### src/rtl/pipe_pkg.sv
// Encodings shared by the RV32 pipeline control path: result sources,
// forward selects, next-PC select and the hazard sequencer states.
package pipe_pkg;

  typedef enum logic [1:0] {
    RS_ALU  = 2'b00,
    RS_LOAD = 2'b01,
    RS_IMM  = 2'b10
  } result_src_e;

  typedef enum logic [1:0] {
    FW_RF   = 2'b00,
    FW_W    = 2'b01,
    FW_MIMM = 2'b10,
    FW_MALU = 2'b11
  } fwd_sel_e;

  localparam logic [1:0] PC4 = 2'b00;

  typedef enum logic [1:0] {
    IDLE,
    LOAD_BUB,
    MUL_BUSY,
    MEM_WAIT
  } hazard_state_e;

endpackage

### src/rtl/hazard_fwd_sel.sv
// Operand forward select for one E-stage source register. A load sitting
// in M has no data yet, so it falls back to the register file.
module hazard_fwd_sel
  import pipe_pkg::*;
#(
  parameter int REG_AW = 5
) (
  input  logic [REG_AW-1:0] rs,
  input  logic [REG_AW-1:0] m_rd,
  input  logic [REG_AW-1:0] w_rd,
  input  logic              m_reg_write,
  input  logic              w_reg_write,
  input  logic [1:0]        m_result_src,
  output logic [1:0]        fwd_src
);

  always_comb begin
    fwd_src = FW_RF;
    if (rs == '0) begin
      fwd_src = FW_RF;
    end else if (m_reg_write && (rs == m_rd)) begin
      if (m_result_src == RS_ALU) begin
        fwd_src = FW_MALU;
      end else if (m_result_src == RS_IMM) begin
        fwd_src = FW_MIMM;
      end else begin
        fwd_src = FW_RF;
      end
    end else if (w_reg_write && (rs == w_rd)) begin
      fwd_src = FW_W;
    end
  end

endmodule

### src/rtl/hazard_ctrl.sv
// Pipeline hazard unit for the 5-stage RV32 core: operand forwarding,
// sequenced stall/flush control and saturating performance counters.
module hazard_ctrl
  import pipe_pkg::*;
#(
  parameter int          REG_AW          = 5,
  parameter int unsigned LOAD_USE_CYCLES = 1,
  parameter int          CNT_W           = 32
) (
  input  logic              clk,
  input  logic              reset_x,
  input  logic [REG_AW-1:0] Di_rs1,
  input  logic [REG_AW-1:0] Di_rs2,
  input  logic [REG_AW-1:0] Ei_rs1,
  input  logic [REG_AW-1:0] Ei_rs2,
  input  logic [REG_AW-1:0] Ei_rd,
  input  logic [REG_AW-1:0] Mi_rd,
  input  logic [REG_AW-1:0] Wi_rd,
  input  logic [1:0]        Ei_PCSrc,
  input  logic [1:0]        Ei_resultSrc,
  input  logic [1:0]        Mi_resultSrc,
  input  logic              Mi_regWrite,
  input  logic              Wi_regWrite,
  input  logic              Ei_mulStart,
  input  logic              Ei_mulDone,
  input  logic              Mi_memReq,
  input  logic              Mi_memReady,
  output logic [1:0]        Eo_forwardIn1Src,
  output logic [1:0]        Eo_forwardIn2Src,
  output logic              Fo_stall,
  output logic              Do_stall,
  output logic              Eo_stall,
  output logic              Mo_stall,
  output logic              Do_flush,
  output logic              Eo_flush,
  output logic              Wo_flush,
  output logic [CNT_W-1:0]  Oo_stallCycles,
  output logic [CNT_W-1:0]  Oo_flushCount
);

  hazard_state_e state, state_nxt, ret_state, ret_nxt, eff_state;
  logic [2:0] bub_cnt, bub_nxt;
  logic mem_wait, lw_hit, redirect, mul_stall;
  logic f_stall, d_stall, e_stall, m_stall, d_flush, e_flush, w_flush;

  hazard_fwd_sel #(.REG_AW(REG_AW)) u_fwd1 (
    .rs           (Ei_rs1),
    .m_rd         (Mi_rd),
    .w_rd         (Wi_rd),
    .m_reg_write  (Mi_regWrite),
    .w_reg_write  (Wi_regWrite),
    .m_result_src (Mi_resultSrc),
    .fwd_src      (Eo_forwardIn1Src)
  );

  hazard_fwd_sel #(.REG_AW(REG_AW)) u_fwd2 (
    .rs           (Ei_rs2),
    .m_rd         (Mi_rd),
    .w_rd         (Wi_rd),
    .m_reg_write  (Mi_regWrite),
    .w_reg_write  (Wi_regWrite),
    .m_result_src (Mi_resultSrc),
    .fwd_src      (Eo_forwardIn2Src)
  );

  assign mem_wait = Mi_memReq & ~Mi_memReady;
  assign lw_hit   = (Ei_resultSrc == RS_LOAD) && (Ei_rd != '0) &&
                    ((Di_rs1 == Ei_rd) || (Di_rs2 == Ei_rd));
  assign redirect = (Ei_PCSrc != PC4);

  always_ff @(posedge clk or negedge reset_x) begin
    if (!reset_x) begin
      state     <= IDLE;
      ret_state <= IDLE;
      bub_cnt   <= '0;
    end else begin
      state     <= state_nxt;
      ret_state <= ret_nxt;
      bub_cnt   <= bub_nxt;
    end
  end

  // MEM_WAIT only freezes the pipe; once memory completes, behaviour is
  // that of the state it interrupted, so decode from the effective state.
  always_comb begin
    eff_state = (state == MEM_WAIT) ? ret_state : state;
    state_nxt = eff_state;
    ret_nxt   = ret_state;
    bub_nxt   = bub_cnt;
    mul_stall = 1'b0;
    f_stall   = 1'b0;
    d_stall   = 1'b0;
    e_stall   = 1'b0;
    m_stall   = 1'b0;
    d_flush   = 1'b0;
    e_flush   = 1'b0;
    w_flush   = 1'b0;

    if (mem_wait) begin
      f_stall   = 1'b1;
      d_stall   = 1'b1;
      e_stall   = 1'b1;
      m_stall   = 1'b1;
      w_flush   = 1'b1;
      state_nxt = MEM_WAIT;
      if (state != MEM_WAIT) ret_nxt = state;
    end else begin
      if (eff_state == MUL_BUSY) begin
        if (Ei_mulDone) state_nxt = IDLE;
        else            mul_stall = 1'b1;
      end else if ((eff_state == IDLE) && Ei_mulStart && !Ei_mulDone) begin
        mul_stall = 1'b1;
        state_nxt = MUL_BUSY;
      end

      if (mul_stall) begin
        f_stall = 1'b1;
        d_stall = 1'b1;
        e_stall = 1'b1;
      end else if (redirect) begin
        d_flush   = 1'b1;
        e_flush   = 1'b1;
        state_nxt = IDLE;
        bub_nxt   = '0;
      end else if (eff_state == LOAD_BUB) begin
        f_stall = 1'b1;
        d_stall = 1'b1;
        e_flush = 1'b1;
        bub_nxt = bub_cnt - 3'd1;
        if (bub_cnt <= 3'd1) begin
          state_nxt = IDLE;
          bub_nxt   = '0;
        end
      end else if ((eff_state == IDLE) && lw_hit) begin
        f_stall = 1'b1;
        d_stall = 1'b1;
        e_flush = 1'b1;
        if (LOAD_USE_CYCLES > 1) begin
          state_nxt = LOAD_BUB;
          bub_nxt   = 3'(LOAD_USE_CYCLES - 1);
        end
      end
    end
  end

  assign Fo_stall = reset_x & f_stall;
  assign Do_stall = reset_x & d_stall;
  assign Eo_stall = reset_x & e_stall;
  assign Mo_stall = reset_x & m_stall;
  assign Do_flush = reset_x & d_flush;
  assign Eo_flush = reset_x & e_flush;
  assign Wo_flush = reset_x & w_flush;

  always_ff @(posedge clk or negedge reset_x) begin
    if (!reset_x) begin
      Oo_stallCycles <= '0;
      Oo_flushCount  <= '0;
    end else begin
      if (Fo_stall && !(&Oo_stallCycles)) Oo_stallCycles <= Oo_stallCycles + CNT_W'(1);
      if (Do_flush && !(&Oo_flushCount))  Oo_flushCount  <= Oo_flushCount + CNT_W'(1);
    end
  end

endmodule
### config.mk
export PLATFORM = sky130hd
export DESIGN_NAME = hazard_ctrl
export DESIGN_NICKNAME = d
export VERILOG_FILES = /design/src/rtl/pipe_pkg.sv /design/src/rtl/hazard_fwd_sel.sv /design/src/rtl/hazard_ctrl.sv
export SDC_FILE = /design/constraint.sdc
export NUM_CORES = 1
export LEC_CHECK = 0
export ABC_AREA = 1
export ABC_CLOCK_PERIOD_IN_PS = 2000
export CAP_MARGIN = 25
export CORE_MARGIN = 5
export CORE_UTILIZATION = 45
export CTS_CLUSTER_DIAMETER = 150
export CTS_CLUSTER_SIZE = 14
export DETAILED_ROUTE_END_ITERATION = 6
export GPL_TIMING_DRIVEN = 0
export PLACE_DENSITY = 0.77
export SYNTH_ARGS = -nofsm -noshare
export SYNTH_HDL_FRONTEND = slang
export SYNTH_SLANG_ARGS = --single-unit
### constraint.sdc
create_clock -name clk -period 2 [get_ports clk]
set_clock_uncertainty 0.15 [all_clocks]
set_input_delay 0.4 -clock clk [delete_from_list [all_inputs] [get_ports clk]]
set_output_delay 0.4 -clock clk [all_outputs]
set_load 0.1 [all_outputs]
==> run summary, run 1 <==
Syn Inst Count = 759
Req. time, crit path = 1.45 ns
Die width = 116.0 um
Ports = 124
Clock latency on the worst-skew pair = 0.34 ns
Die Footprint = 13450 sq um
CP Launch Type = flop
Synth cell types = 36
Grt met1 use = 37.90%
Fillers = 779
Footprint of the multi-input gates = 3456 sq um
Most frequent cells in the layout = nand2_1, nor2_1, inv_1, clkdlybuf4s15_2, nand2_2
PD cells = 764.8 nW/um^2
Diodes inserted = 0
Top cell type's share of synthesized area = 35.16%
Synth Net Count = 812
WHS = 0.04981 ns
Pleak = 0.003824 uW
Cell Area, Synth = 5054 sq um
Rows = 38
Most common cell after layout, fill and taps aside = nand2_1
Area Growth Syn to Fin = 65.86%
Iteration-0 DRC Markers = 666
Fmax = 398.6 MHz
Die height = 116.0 um
Slew Limit Fails = 0
Met3 Resource Use GR = 7.467%
Cell count of the worst reg-to-reg path = 14
YS warnings = 0
TritonCTS clock tree = done
Worst rel slew slack = 48.15%
Via count = 5963
R2r endpoint = Oo_stallCycles[20]
Seq. cell area = 1859 sq um
Clock period minus worst slack = 2.509 ns
Post-DR wirelength/cell = 17.60 um
Worst EP arrival = 1.96 ns
Placed Instances = 1023
CP Capture Type = primary output
Slew of the pin with the lowest slew margin = 0.7752 ns
Residual DRC = 0
Syn_area_per_cell = 6.658 sq um
Global Route Usage Sum = 28.78%
CTS Root Cell = clkbuf_16
Worst Hold Class = input pin to asynchronous set/reset pin
Share of cells above drive strength 1 = 38.73%
Finished Core Util = 76.65%
Final worst path period share = 125.4%
Design area = 8382 sq um
Status = finished with violations
Final worst slack = -0.5090 ns
First-pass GRT wire length = 30.43 mm
Port Buffers = 123
Clk buf depth = 2
Final Hold Fails = 0
Pin count of the biggest net entering global routing = 36
Via density = 5.431
Post-Layout Cell Count = 1098
Clk pin slew, worst setup/hold paths = 0.07 ns
M2 GR Usage = 46.53%
Vias in the first global route = 5960
Setup Crit Path Kind = flop to primary output
Max-cap viol count = 0
Clk sinks = 71
GPL Wtd Cong = 0.9467
Seq cells post-synth = 71
Layout net count = 1006
RSZ-0062 raised after global routing = true
Largest cells by area after synthesis = dfrtp_1, nand2_1, xor2_1
Post-synthesis sequential area ratio = 35.16%
CP Max Fanout = 4
Setup-failing EPs final = 72
First-pass DRT Iterations = 5
CTS Buf Count = 9
Initial antenna violation count = 0
Core area = 10940 sq um
H-tree depth = 3
Final wirelength = 19.33 mm
GRT Max-Usage Layer = met2
Initial Utilization = 46.21%
Reg2Reg Setup Slack = -0.18 ns
R2r startpoint = Oo_stallCycles[6]
Antenna-violating nets left = 0
Failing checks = negative setup slack
Detailed placer's ending HPWL = 12.45 mm
Gr ovfl total = 0
Yosys top cell by area = dfrtp_1
VDD IR max = 831.3 uV
DP Area = 6763 sq um
## kinds of logic (layout without fill, tap and decap cells)
kind of cell             count (synthesis)  after routing  share of synthesized area (%)
flip-flops                              71             71                          35.16
adder cells (fa/ha/maj)                  4              4                         0.9904
buffers and inverters                   99            298                          8.170
AO/OA/AOI/OAI                           52             52                          5.819
AND/OR/NAND/NOR                        478            478                          40.33
XOR/XNOR                                55             55                          9.532
## synthesized netlist by cell type
cell type,count
a21oi_1,9
a221oi_1,2
and2_1,1
and3_1,1
buf_1,2
buf_2,9
buf_4,2
buf_6,3
clkbuf_1,1
dfrtp_1,71
ha_1,4
inv_1,77
inv_2,5
nand2_1,270
nand2_2,5
nand2_4,1
nand3_1,60
nand3b_1,7
nand4_1,13
nor2_1,78
nor2_2,1
nor2_4,1
nor3_1,33
nor3_2,1
nor3_4,1
nor3b_1,2
nor4_1,3
o2111ai_1,1
o21a_1,1
o21ai_0,16
o21ai_1,12
o21ai_2,2
o21bai_1,1
o22ai_1,8
xnor2_1,20
xor2_1,35
## metal layers
metal	vias to the layer above	part of all wire [%]	wire (um)
met3	39	9.5	1832
li1	2819	-	-
met1	2791	41	7990
met4	0	2.2	433
met5	-	0	0
met2	314	47	9074
## final cells by class
cell class                      count  area share, %
Inverter                           82          4.135
Tap cell                          140          2.090
Multi-Input combinational cell    589          41.23
Buffer                             16          2.403
Timing Repair Buffer              184          24.27
Sequential cell                    71          22.18
Clock inverter                      4         0.6270
Clock buffer                       12          3.060
## registers in the layout, indices dropped and copies added (netlist names)
name	flops
Oo_flushCount	32
Oo_stallCycles	32
bub_cnt	3
ret_state	2
state	2
## worst max path at each step
| stage | to | slack (ns) | from | cells after the start |
|---|---|---|---|---|
| global route | Eo_flush | -0.58 | state[1] | 9 |
| CTS | Fo_stall | -0.39 | state[0] | 11 |
| global placement | Fo_stall | -4.44 | reset_x | 8 |
| floorplan | Oo_flushCount[6] | -0.37 | state[1] | 10 |
| detailed placement | Fo_stall | -1.72 | Ei_rd[4] | 14 |
| finish | Eo_flush | -0.51 | state[1] | 9 |
## worst max-delay path, stage by stage, from the launching register on
cell	delay [ns]
dfrtp_1	0.38
inv_2	0.09
o21ai_4	0.22
nand2_2	0.11
o21ai_4	0.21
buf_4	0.16
nor2_1	0.05
o21ai_0	0.13
inv_2	0.07
buf_6	0.19
## through the flow
step	power (uW)	setup TNS (ns)	worst slack (ns)
after floorplan	3636	-16.95	-0.3733
after global placement	4263	-411.58	-4.439
after detailed placement	4326	-45.00	-1.725
after CTS	6277	-5.483	-0.3855
after global routing	6630	-15.81	-0.5771
final	6410	-8.534	-0.5090
## power by group
part / internal (uW) / total [uW] / switching [uW]
logic: 845 / 2830 / 1990
clock network: 1040 / 1700 / 655
registers: 1650 / 1880 / 232
## repair_timing
item / 4_1_cts / 5_1_grt
hold buffers: 2 / 0
cloned: 8 / 0
gates resized for setup: 511 / 98
pin swaps: 67 / 52
buffers inserted: 42 / 11
hold endpoints to repair: 19 / 0
setup endpoints to repair: 137 / 77
Power figures use the tool's default switching activity.
==> inputs of run 2 (changes only) <==
- CORE_MARGIN: 5 -> not set
==> run summary, run 2 (same netlist as run 1, synthesis figures left out) <==
Status = finished with violations (unchanged)
Failing checks = negative setup slack (unchanged)
Max-cap viol count = 0 (unchanged)
Die Footprint = 11660 sq um (was 13450 sq um)
Req. time, crit path = 1.45 ns (about the same)
Worst rel slew slack = 62.11% (was 48.15%)
Fmax = 409.3 MHz (was 398.6 MHz)
Initial antenna violation count = 0 (unchanged)
Vias in the first global route = 5520 (was 5960)
CP Launch Type = flop (unchanged)
Worst EP arrival = 1.89 ns (was 1.96 ns)
Post-DR wirelength/cell = 15.69 um (was 17.60 um)
GPL Wtd Cong = 0.9827 (was 0.9467)
Regs by FF count = Oo_flushCount: 32 flops, Oo_stallCycles: 32 flops, bub_cnt: 3 flops (unchanged)
VDD IR max = 587.8 uV (was 831.3 uV)
Iteration-0 DRC Markers = 401 (was 666)
Final worst path period share = 122.2% (was 125.4%)
Cell count of the worst reg-to-reg path = 12 (was 14)
Worst Hold Class = flop to flop (was input pin to asynchronous set/reset pin)
First-pass GRT wire length = 26.72 mm (was 30.43 mm)
Clock period minus worst slack = 2.443 ns (was 2.509 ns)
Core area = 10890 sq um (was 10940 sq um)
TritonCTS clock tree = done (unchanged)
Clock latency on the worst-skew pair = 0.36 ns (was 0.34 ns)
Via count = 5824 (was 5963)
Antenna-violating nets left = 0 (unchanged)
Pin count of the biggest net entering global routing = 37 (was 36)
CP Max Fanout = 4 (unchanged)
First-pass DRT Iterations = 5 (unchanged)
Setup Crit Path Kind = flop to primary output (unchanged)
Pre-CTS WS = -1.900 ns (was -1.725 ns)
Final wirelength = 17.07 mm (was 19.33 mm)
Slew Limit Fails = 0 (unchanged)
Initial Utilization = 46.41% (was 46.21%)
Global Route Usage Sum = 29.70% (was 28.78%)
CTS Buf Count = 9 (unchanged)
Detailed placer's ending HPWL = 11.68 mm (was 12.45 mm)
Hold_sp = ret_state[1]
PD cells = 747.0 nW/um^2 (was 764.8 nW/um^2)
Fillers = 864 (was 779)
Clk pin slew, worst setup/hold paths = 0.07 ns (about the same)
Die width = 108.0 um (was 116.0 um)
Clk buf depth = 2 (unchanged)
Area Growth Syn to Fin = 57.27% (was 65.86%)
Clk sinks = 71 (unchanged)
Slew of the pin with the lowest slew margin = 0.5710 ns (was 0.7752 ns)
Final TNS setup = -8.523 ns (was -8.534 ns)
Gr ovfl total = 0 (unchanged)
Hold endpoint = ret_state[1]
CP Capture Type = primary output (unchanged)
WHS Path Cells = 2
H-tree depth = 3 (unchanged)
Via density = 5.353 (was 5.431)
Port Buffers = 123 (unchanged)
Most common cell after layout, fill and taps aside = nand2_1 (unchanged)
R2r startpoint = Oo_stallCycles[1] (was Oo_stallCycles[6])
RSZ-0062 raised after global routing = true (unchanged)
Residual DRC = 0 (unchanged)
Pleak = 0.003648 uW (was 0.003824 uW)
Ports = 124 (unchanged)
R2r endpoint = Oo_stallCycles[3] (was Oo_stallCycles[20])
Die height = 108.0 um (was 116.0 um)
Reg2Reg Setup Slack = -0.17 ns (was -0.18 ns)
CTS Root Cell = clkbuf_8 (was clkbuf_16)
Rows = 38 (unchanged)
Final Hold Fails = 0 (unchanged)
Layout net count = 996 (was 1006)
Setup-failing EPs final = 68 (was 72)
Share of cells above drive strength 1 = 36.08% (was 38.73%)
Most frequent cells in the layout = nand2_1, nor2_1, inv_1 (was nand2_1, nor2_1, inv_1, clkdlybuf4s15_2, nand2_2)
Final worst slack = -0.4430 ns (was -0.5090 ns)
Diodes inserted = 0 (unchanged)
==> run 2: how the worst max path moves through the flow <==
stage                         from                to  slack (ns)  cells after the start
after floorplan           state[1]  Oo_flushCount[6]       -0.37                     10
after global placement     reset_x          Fo_stall       -4.33                      8
after detailed placement   reset_x          Fo_stall       -1.90                      8
after CTS                 state[0]          Fo_stall       -0.45                     11
after global routing      state[0]          Fo_stall       -0.51                     11
final                     state[0]          Fo_stall       -0.44                      9
==> run 2: layer usage <==
| metal | up-vias | GRT usage (%) | part of all wire [%] |
|---|---|---|---|
| met1 | 2734 | 40.35 | 42 |
| met5 | - | 0 | 0 |
| met4 | 0 | 10.18 | 1.9 |
| met3 | 27 | 5.546 | 8.7 |
| li1 | 2791 | - | - |
| met2 | 272 | 47.32 | 47 |
==> run 2: worst max-delay path: stages (launching register included) <==
cell and delay, ns:
dfrtp_2 0.44, buf_4 0.15, o21ai_4 0.08, nand2_2 0.10, o21ai_4 0.20, nand2_4 0.08
nand2_4 0.11, buf_12 0.12, buf_8 0.09, buf_12 0.16
==> run 2: stage by stage <==
stage | total power [uW] | hold slack (ns) | util [%] | cell area [sq um] | instances
finish | 5937 | 0.3548 | 72.99 | 7948 | 1088
CTS | 5835 | 0.3532 | 69.77 | 7596 | 1077
global placement | 4249 | 0.3217 | 61.88 | 6738 | 1022
global route | 6190 | 0.3824 | 72.99 | 7948 | 1088
floorplan | 3636 | -0.04559 | - | 5331 | 759
detailed placement | 4294 | 0.3349 | 61.86 | 6735 | 1022
==> run 2: cell type report <==
type | instances | area, sq um | area share, %
multi-input cells | 589 | 3353 | 42.19
flip-flops and latches | 71 | 1859 | 23.39
repair buffers | 173 | 1804 | 22.70
inverters | 82 | 346.6 | 4.361
plain buffers | 17 | 185.2 | 2.330
well taps | 140 | 175.2 | 2.204
clock buffers | 13 | 158.9 | 1.999
clock inverters | 3 | 65.06 | 0.8186
==> run 2: power breakdown <==
part	total [uW]	switching, uW	internal [uW]
logic	2710	1900	804
registers	1890	243	1650
clock network	1340	569	771
==> run 2: timing repair <==
item / in CTS / in global routing
gates resized for setup: 470 / 103
hold buffers: 4 / 0
pin swaps: 38 / 37
gates cloned: 5 / 0
buffers inserted: 30 / 11
hold endpoints to repair: 71 / 0
endpoints found under the setup margin: 138 / 87
